--- src/rtl/msx_mouse_pkg.sv ---
// Shared types and helpers for the MSX joystick-port mouse reader.
package msx_mouse_pkg;

   typedef enum logic [2:0] {
      IDLE,
      TOGGLE,
      SETTLE,
      SAMPLE,
      DONE
   } state_t;

   localparam int         NIBBLES      = 4;
   localparam logic [3:0] EMPTY_NIBBLE = 4'hF;

   // Clamp a 10-bit signed sum into the symmetric range [-lim, +lim].
   function automatic logic signed [7:0] saturate(input logic signed [9:0] val,
                                                  input logic signed [9:0] lim);
      logic signed [9:0] neg_lim;
      neg_lim = -lim;
      if (val > lim)
         return lim[7:0];
      else if (val < neg_lim)
         return neg_lim[7:0];
      else
         return val[7:0];
   endfunction

endpackage

--- src/rtl/msx_mouse_sync.sv ---
// Two-flop synchroniser for the six joystick-port pins.
module msx_mouse_sync (
   input  logic       clk_sys,
   input  logic [5:0] d,
   output logic [5:0] q
);

   logic [5:0] sync_p0;

   always_ff @(posedge clk_sys) begin
      sync_p0 <= d;
      q       <= sync_p0;
   end

endmodule

--- src/rtl/msx_mouse_reader.sv ---
// MSX joystick-port mouse reader: strobes four nibbles per poll into X/Y deltas and buttons.
// Build option MSX_MOUSE_ACCUM_EN: saturating delta accumulators cleared by rd_i.
module msx_mouse_reader
   import msx_mouse_pkg::*;
#(
   parameter int SETTLE_CYCLES = 1000,
   parameter int POLL_CYCLES   = 357955,
   parameter int SAT_LIMIT     = 127
) (
   input  logic       clk_sys,
   input  logic       reset,
   input  logic       en_i,
   input  logic [5:0] joy_i,
   output logic       stra_o,
   output logic [7:0] dx_o,
   output logic [7:0] dy_o,
   output logic [1:0] btn_o,
   output logic       valid_o,
   output logic       present_o,
   output logic       busy_o,
   input  logic       rd_i
);

   localparam int              PW          = $clog2(POLL_CYCLES);
   localparam int              SW          = $clog2(SETTLE_CYCLES + 1);
   localparam logic [PW-1:0]   POLL_LAST   = PW'(POLL_CYCLES - 1);
   localparam logic [SW-1:0]   SETTLE_LOAD = SW'(SETTLE_CYCLES - 1);
   localparam logic [1:0]      LAST_NIB    = 2'(NIBBLES - 1);

   logic [5:0]        joy_s;
   state_t            state, state_nxt;
   logic [PW-1:0]     poll_cnt;
   logic [SW-1:0]     settle_cnt;
   logic [1:0]        nib_idx;
   logic [3:0]        nib [NIBBLES];
   logic signed [7:0] raw_x, raw_y;
   logic              present_now;

   msx_mouse_sync u_sync (
      .clk_sys (clk_sys),
      .d       (joy_i),
      .q       (joy_s)
   );

   assign raw_x       = {nib[0], nib[1]};
   assign raw_y       = {nib[2], nib[3]};
   assign present_now = ({nib[0], nib[1], nib[2], nib[3]} != {NIBBLES{EMPTY_NIBBLE}});
   assign busy_o      = (state != IDLE);

   always_comb begin
      state_nxt = state;
      case (state)
         IDLE:    if (poll_cnt == POLL_LAST && en_i) state_nxt = TOGGLE;
         TOGGLE:  state_nxt = SETTLE;
         SETTLE:  if (settle_cnt == '0) state_nxt = SAMPLE;
         SAMPLE:  state_nxt = (nib_idx == LAST_NIB) ? DONE : TOGGLE;
         DONE:    state_nxt = IDLE;
         default: state_nxt = IDLE;
      endcase
   end

   always_ff @(posedge clk_sys) begin
      if (reset) begin
         state      <= IDLE;
         poll_cnt   <= '0;
         settle_cnt <= '0;
         nib_idx    <= '0;
         stra_o     <= 1'b0;
         valid_o    <= 1'b0;
         present_o  <= 1'b0;
         btn_o      <= 2'b00;
      end else begin
         state    <= state_nxt;
         poll_cnt <= (poll_cnt == POLL_LAST) ? '0 : poll_cnt + 1'b1;
         valid_o  <= 1'b0;
         case (state)
            IDLE:    nib_idx <= '0;
            TOGGLE: begin
               stra_o     <= ~stra_o;
               settle_cnt <= SETTLE_LOAD;
            end
            SETTLE:  if (settle_cnt != '0) settle_cnt <= settle_cnt - 1'b1;
            SAMPLE:  nib_idx <= nib_idx + 1'b1;
            DONE: begin
               present_o <= present_now;
               valid_o   <= present_now;
               btn_o     <= present_now ? ~joy_s[5:4] : 2'b00;
            end
            default: ;
         endcase
      end
   end

   // Nibble capture: data path, overwritten by every packet
   always_ff @(posedge clk_sys) begin
      if (state == SAMPLE)
         nib[nib_idx] <= joy_s[3:0];
   end

`ifdef MSX_MOUSE_ACCUM_EN
   localparam logic signed [9:0] SAT_LIM = 10'(SAT_LIMIT);

   logic signed [9:0] acc_x, acc_y, base_x, base_y, sum_x, sum_y;
   logic signed [7:0] sat_x, sat_y;

   // A read ack in the DONE cycle empties the accumulator before the new packet is added.
   assign base_x = rd_i ? '0 : acc_x;
   assign base_y = rd_i ? '0 : acc_y;
   assign sum_x  = base_x + {{2{raw_x[7]}}, raw_x};
   assign sum_y  = base_y + {{2{raw_y[7]}}, raw_y};
   assign sat_x  = saturate(sum_x, SAT_LIM);
   assign sat_y  = saturate(sum_y, SAT_LIM);

   always_ff @(posedge clk_sys) begin
      if (reset) begin
         acc_x <= '0;
         acc_y <= '0;
      end else if (state == DONE) begin
         acc_x <= present_now ? {{2{sat_x[7]}}, sat_x} : base_x;
         acc_y <= present_now ? {{2{sat_y[7]}}, sat_y} : base_y;
      end else if (rd_i) begin
         acc_x <= '0;
         acc_y <= '0;
      end
   end

   assign dx_o = present_o ? acc_x[7:0] : 8'h00;
   assign dy_o = present_o ? acc_y[7:0] : 8'h00;
`else
   logic signed [7:0] dx_q, dy_q;
   logic              unused_cfg;

   always_ff @(posedge clk_sys) begin
      if (reset) begin
         dx_q <= '0;
         dy_q <= '0;
      end else if (state == DONE) begin
         dx_q <= present_now ? raw_x : 8'sd0;
         dy_q <= present_now ? raw_y : 8'sd0;
      end
   end

   assign dx_o       = dx_q;
   assign dy_o       = dy_q;
   assign unused_cfg = rd_i ^ SAT_LIMIT[0];
`endif

endmodule
--- config.mk ---
export PLATFORM = sky130hd
export DESIGN_NAME = msx_mouse_reader
export DESIGN_NICKNAME = d
export VERILOG_FILES = /design/src/rtl/msx_mouse_pkg.sv /design/src/rtl/msx_mouse_sync.sv /design/src/rtl/msx_mouse_reader.sv
export SDC_FILE = /design/constraint.sdc
export NUM_CORES = 1
export LEC_CHECK = 0
export BUFFER_PORTS_ARGS = -buffer_cell sky130_fd_sc_hd__buf_2
export CORE_MARGIN = 5
export CORE_UTILIZATION = 57
export CTS_CLUSTER_SIZE = 12
export DETAILED_ROUTE_END_ITERATION = 10
export PLACE_DENSITY = 0.82
export SYNTH_ARGS = -nofsm -noshare
export SYNTH_HDL_FRONTEND = slang
export SYNTH_SLANG_ARGS = --single-unit
--- constraint.sdc ---
create_clock -name clk_sys -period 2.4 [get_ports clk_sys]
set_input_delay 0 -clock clk_sys [delete_from_list [all_inputs] [get_ports clk_sys]]
set_output_delay 0 -clock clk_sys [all_outputs]
set_load 0.005 [all_outputs]
==> results of run 1 <==
-- sequential cells by signal (all words and copies together), names as in the netlist --
name	count
btn_o	2
dx_o	8
dy_o	8
nib	16
nib_idx	2
poll_cnt	19
present_o	1
settle_cnt	10
state	3
stra_o	1
u_sync.q	6
u_sync.sync_p0	6
valid_o	1
-- metrics by stage --
stage / power, µW / area [µm²] / std cells
global route: 2500 / 3552 / 399
detailed placement: 1507 / 3308 / 377
CTS: 2426 / 3552 / 399
floorplan: 1492 / 3079 / 282
finish: 2394 / 3552 / 399
global placement: 1505 / 3308 / 377
-- layout make-up --
cell class	instances	area [µm²]	share of cell area, %
Inverter	12	45.04	1.268
Clock buffer	9	123.9	3.487
Sequential cell	83	1822	51.29
Tap cell	70	87.58	2.466
Clock inverter	7	60.06	1.691
Timing Repair Buffer	40	240.2	6.763
Multi-Input combinational cell	178	1174	33.04
-- per-layer routing --
metal  track usage (%)  vias up
met5                 0        -
li1                  -     1124
met2             25.80       44
met4             8.187        0
met1             20.39     1021
met3             5.528       11
-- where the power goes --
group          switching, µW  total (µW)  internal (µW)
clock network            521         912            391
registers               10.5        1440           1430
logic                   21.4        39.5           18.0
total                    553        2390           1840
-- logic make-up after synthesis --
family,Yosys count,share of synthesized area (%)
flops,83,59.16
xor+xnor,15,4.267
mux,2,0.6502
simple gates,103,18.53
compound gates,51,11.82
fa+ha+maj,7,2.844
buf+inv,21,2.722
-- placed cells by master (no fill, tap or decap), types with 4 or more instances in the layout --
master / Yosys / routed
ha_1: 7 / 7
xnor2_1: 13 / 13
nand4_1: 11 / 11
o21ai_0: 6 / 6
dfxtp_1: 67 / 67
nand2_1: 10 / 10
edfxtp_1: 16 / 16
buf_2: 1 / 30
nor3_1: 13 / 13
clkbuf_8: 0 / 9
a31oi_1: 4 / 4
buf_4: 1 / 4
a211oi_1: 5 / 5
a21oi_1: 11 / 11
nor4_1: 5 / 5
nand3_1: 5 / 5
nor2_1: 31 / 31
dlygate4sd3_1: 0 / 6
a22o_1: 16 / 16
and2_1: 4 / 4
inv_1: 12 / 12
-- worst max path at each step --
stage | to | cells after the start
finish | settle_cnt[7] | 4
global route | settle_cnt[7] | 4
CTS | settle_cnt[7] | 4
detailed placement | settle_cnt[7] | 4
global placement | settle_cnt[7] | 4
floorplan | settle_cnt[7] | 5
-- repair_timing --
action,in CTS,in global routing
hold buffers,6,0
endpoints found under the setup margin,0,0
hold endpoints to repair,6,0
==> flow_metrics.py, run 1 <==
metrics = {
    "status": {
        "status": "completed",
    },
    "logic_synthesis": {
        "syn_avg_cell_area_um2": 10.92,
        "yosysSeqAreaShare_pct": 59.16,
        "yosysTopAreaCell": "dfxtp_1",
        "synth_cells": 282,
        "synth_edf_count": 16,
        "synth_warnings": 0,
        "synth_nets": 299,
        "synthTopCellsByCount": "dfxtp_1, nor2_1, a22o_1, edfxtp_1",
        "netlist.area_leader.share_pct": 43.56,
        "synthTopCellsByArea": "dfxtp_1, edfxtp_1, a22o_1, nor2_1, xnor2_1",
        "async_reset_ff_share_pct": 0,
        "netlist_area_um2": 3079,
        "synth_seq_cells": 83,
        "yosysMostFrequentCell": "dfxtp_1",
        "synth_ff_type": "dfxtp_1",
        "ys_types": 46,
    },
    "sta": {
        "finClkSkew_ns": 0.009558,
        "fin_ws_ns": 0.3546,
        "fmax_mhz": 488.9,
        "period_share_pct": 85.22,
        "relSlewSlack_pct": 35.45,
        "period_needed_ns": 2.045,
        "worst_slew_pin_slew_ns": 0.9647,
        "rsz0062_at_grt": "no",
        "hold_ws_ns": 0.04071,
        "setup_tns_ns": 0,
        "slew_viol_final": 0,
        "setup_viol_count_final": 0,
        "timing.final.hold_violations": 0,
    },
    "power": {
        "power_density_nw_per_um2": 673.9,
        "leakage_uw": 0.001311,
        "peakVddDrop_mv": 0.4177,
    },
    "finish": {
        "nets": 341,
        "final_util_pct": 68.67,
        "drive_above_1_share_pct": 17.02,
        "fillCellCount": 387,
        "antenna-diode-count": 0,
        "area_delta_synth_final_pct": 15.36,
    },
    "setup_path": {
        "reg2reg_setup_slack_ns": 0.35,
        "slowest_stage": "or4b_4",
        "r2r_end": "settle_cnt[7]",
        "critPathMaxStageDelay_ns": 0.54,
        "required_ns": 2.68,
        "r2r_cells": 4,
        "crit_chain": "or3b_4 > or4b_4 > or3b_1 > a31oi_1",
        "startpoint": "state[1]",
        "path_buf_inv": 0,
        "cp.arrival_ns": 2.32,
        "cp_max_fo": 9,
        "path_class": "flip-flop to flip-flop",
        "crit_path_end_kind": "flip-flop",
        "timing.rr.start": "state[1]",
        "cp-start-kind": "flip-flop",
        "cp_top_family": "simple AND/OR/NAND/NOR gates",
    },
    "place": {
        "dpl.hpwl_mm": 3.677,
        "gp_congestion": 0.8570,
        "portBuffers": 30,
        "pre_cts_ws_ns": 0.3574,
    },
    "clock_network": {
        "cts_resized": 0,
        "clkTransAtPathRegs_ns": 0.08,
        "cts.sinks": 83,
        "cts_max_level": 3,
        "clock_path_buffers": 2,
        "cts-root-buf": "clkbuf_8",
        "cts_setup_buffers": 0,
        "numCtsBuffers": 9,
        "tritoncts": "built",
        "clock_latency_ns": 0.35,
    },
    "grt": {
        "grt_pass1_wl_mm": 9.315,
        "grt_overflow": 0,
        "grt_max_degree": 23,
        "antenna_found_initial": 0,
        "grt.total_usage_pct": 16.50,
        "grt_pass1_vias": 1992,
    },
    "die": {
        "rows": 26,
        "die_y_um": 83.50,
        "core_area_um2": 5172,
        "io_pins": 32,
        "die-area_um2": 6972,
        "initial_core_util_pct": 59.53,
        "die_w_um": 83.50,
    },
    "worst_hold_path": {
        "min-delay-path-class": "primary input to flip-flop",
        "hold_depth": 2,
        "worstHoldStart": "reset",
        "hold_end": "dy_o[1]",
    },
    "detailed_routing": {
        "met3_wirelength_um": 268,
        "wl_met1_mm": 2.478,
        "drt-initial-drc-count": 135,
        "top_layer": "met4",
        "wl_met2_mm": 2.534,
        "ant_nets": 0,
        "routedWlPerCell_um": 13.51,
        "dr_total_vias": 2200,
        "wirelength_mm": 5.392,
        "dr.pass1.iters": 4,
        "via_per_inst": 5.514,
        "drc_errors": 0,
    },
    "flow_run": {
        "drv_cap": 0,
    },
}
Note: power is estimated with default switching activity, not from simulation.
==> run 2: changes to the inputs <==
--- a/config.mk
+++ b/config.mk
@@ -5,9 +5,10 @@
 export SDC_FILE = /design/constraint.sdc
 export NUM_CORES = 1
 export LEC_CHECK = 0
+export ABC_AREA = 1
 export BUFFER_PORTS_ARGS = -buffer_cell sky130_fd_sc_hd__buf_2
 export CORE_MARGIN = 5
-export CORE_UTILIZATION = 57
+export CORE_UTILIZATION = 58
 export CTS_CLUSTER_SIZE = 12
 export DETAILED_ROUTE_END_ITERATION = 10
 export PLACE_DENSITY = 0.82
==> flow_metrics.py, run 2 <==
metrics = {
    "sta": {
        "timing.final.hold_violations": 0,
        "period_share_pct": 70.58,
        "fmax_mhz": 590.4,
        "rsz0062_at_grt": "no",
        "setup_tns_ns": 0,
        "slew_viol_final": 0,
        "relSlewSlack_pct": 69.50,
        "worst_slew_pin_slew_ns": 0.4540,
        "finClkSkew_ns": 0.008118,
        "period_needed_ns": 1.694,
        "setup_viol_count_final": 0,
    },
    "clock_network": {
        "cts.sinks": 83,
        "numCtsBuffers": 9,
        "clkTransAtPathRegs_ns": 0.08,
        "clock_latency_ns": 0.35,
        "clock_path_buffers": 2,
        "tritoncts": "built",
        "cts_max_level": 3,
        "cts_resized": 0,
        "cts-root-buf": "clkbuf_8",
    },
    "logic_synthesis": {
        "ys_types": 30,
        "yosysMostFrequentCell": "nand2_1",
        "synthTopCellsByArea": "dfxtp_1, edfxtp_1, nand2_1, nand3_1, nor2_1",
        "async_reset_ff_share_pct": 0,
        "netlist.area_leader.share_pct": 39.88,
        "synth_cells": 399,
        "synthTopCellsByCount": "nand2_1, dfxtp_1, nand3_1, nor2_1, inv_1",
        "synth_edf_count": 16,
        "synth_nets": 416,
        "yosysSeqAreaShare_pct": 54.17,
        "yosysTopAreaCell": "dfxtp_1",
        "synth_ff_type": "dfxtp_1",
        "synth_warnings": 0,
        "synth_seq_cells": 83,
        "syn_avg_cell_area_um2": 8.429,
        "netlist_area_um2": 3363,
    },
    "die": {
        "core_area_um2": 5574,
        "io_pins": 32,
        "die-area_um2": 7422,
        "die_w_um": 86.15,
        "die_y_um": 86.15,
        "rows": 27,
        "initial_core_util_pct": 60.34,
    },
    "finish": {
        "top_register": "poll_cnt",
        "drive_above_1_share_pct": 15.25,
        "antenna-diode-count": 0,
        "final_area_um2": 3841,
        "area_delta_synth_final_pct": 14.21,
        "layout_common_cells": "nand2_1, dfxtp_1, nand3_1",
        "fin_cells": 518,
        "nets": 458,
        "reg.largest.list": "poll_cnt (19), nib (16), settle_cnt (10)",
        "final_util_pct": 68.91,
        "largest_reg_flops": 19,
        "final_common_cell": "nand2_1",
    },
    "worst_hold_path": {
        "hold_end": "stra_o",
        "worstHoldStart": "reset",
        "min-delay-path-class": "primary input to flip-flop",
        "hold_depth": 2,
    },
    "power": {
        "clock_power_share_pct": 36.6,
        "combPwrFrac_pct": 9.3,
        "net-switching-power_uw": 687.8,
        "pwr-share-seq_pct": 54.1,
        "leakage_uw": 0.001563,
        "power_density_nw_per_um2": 717.5,
        "swShare_pct": 24.95,
        "peakVddDrop_mv": 0.3788,
        "intPower_uw": 2068,
    },
    "setup_path": {
        "timing.rr.start": "settle_cnt[0]",
        "cp.arrival_ns": 1.94,
        "path_class": "flip-flop to flip-flop",
        "cp-start-kind": "flip-flop",
        "r2r_end": "settle_cnt[1]",
        "reg2reg_setup_slack_ns": 0.71,
        "cp_max_fo": 11,
        "required_ns": 2.65,
        "crit_path_end_kind": "flip-flop",
        "r2r_cells": 10,
    },
    "grt": {
        "antenna_found_initial": 0,
        "grt_overflow": 0,
        "grt.total_usage_pct": 18.81,
        "grt_max_degree": 23,
        "grt_pass1_vias": 2617,
        "grt_pass1_wl_mm": 11.11,
    },
    "place": {
        "dpl.hpwl_mm": 4.357,
        "portBuffers": 30,
        "place_inst": 495,
        "gp_congestion": 0.9064,
        "placed_cell_area_um2": 3568,
    },
    "detailed_routing": {
        "via_per_inst": 5.210,
        "dr.pass1.iters": 4,
        "drc_errors": 0,
        "drt-initial-drc-count": 150,
        "wirelength_mm": 6.278,
        "routedWlPerCell_um": 12.12,
        "ant_nets": 0,
        "dr_total_vias": 2699,
    },
    "status": {
        "status": "completed",
    },
    "flow_run": {
        "drv_cap": 0,
    },
}
==> run 2: changes by cell type in the layout (fill, tap and decap cells not counted), moves of 10 or more <==
cell and change:
nand2_1 +79, nand3_1 +42, inv_1 +24, a22o_1 -16, a21oi_1 +10, nor2_1 +10
==> run 2: worst max-delay path, cell delays in order (launching register included) <==
cell and delay, ns:
dfxtp_1 0.38, inv_1 0.12, ha_1 0.25, nand2_2 0.10, clkinv_2 0.09, nand2_2 0.09
o21ai_2 0.06, nand2_1 0.31, nand2_1 0.09, nand2_1 0.08, nor2_1 0.04
==> run 2: how the worst max path moves through the flow <==
stage                       start            end  cells after the start
floorplan             poll_cnt[0]   poll_cnt[10]                      8
global placement      poll_cnt[0]   poll_cnt[16]                      8
detailed placement  settle_cnt[0]  settle_cnt[1]                     10
CTS                 settle_cnt[0]  settle_cnt[3]                      9
global route        settle_cnt[0]  settle_cnt[4]                      9
finish              settle_cnt[0]  settle_cnt[1]                     10
==> run 2: cells by family after synthesis <==
family / Yosys count / share of synthesized area, %
DFF: 83 / 54.17
and+or+nand+nor: 218 / 29.32
xor gates and xnor gates: 10 / 2.604
buffers and inverters: 51 / 6.622
adders and majority gates: 7 / 2.604
AOI/OAI and AO/OA: 30 / 4.688
==> run 2: metal layers <==
layer	wire, µm	vias to the layer above	part of all wire (%)	track usage, %
met2	3073	72	49	31.46
met4	137	0	2.2	11.51
li1	-	1393	-	-
met1	2750	1220	44	21.96
met5	0	-	0	0
met3	317	14	5.0	3.939
==> run 2: power by group through the flow <==
| stage | registers [µW] | clock network (µW) | logic [µW] |
|---|---|---|---|
| 3_3_place_gp | 1520 | 0 | 236 |
| 5_1_grt | 1500 | 1090 | 298 |
| 4_1_cts | 1490 | 1030 | 256 |
| 2_1_floorplan | 1510 | 0 | 200 |
| 6_report | 1490 | 1010 | 257 |
| 3_5_place_dp | 1520 | 0 | 244 |
==> run 2: cell type report <==
cell class                 instances  area (µm²)
clock inverter                     5       61.31
tap                               72       90.09
inverter                          41       157.7
fill                             456        1733
timing repair buffer              41       250.2
multi-input combinational        265        1319
clock buffer                      11       141.4
sequential                        83        1822
==> run 2: timing repair <==
action                                  CTS  global route
endpoints found under the hold margin     7             0
hold buffers                              7             0
buffers inserted                          0             0
endpoints found under the setup margin    0             0
==> run 2: through the flow <==
step | setup WS (ns) | hold WS [ns] | total power [µW]
after floorplan | 1.012 | 0.02772 | 1713
after global placement | 0.7896 | 0.1029 | 1756
after detailed placement | 0.7419 | 0.1049 | 1767
after CTS | 0.7195 | 0.001372 | 2781
after global routing | 0.5244 | 0.02643 | 2881
final | 0.7061 | 0.02137 | 2756
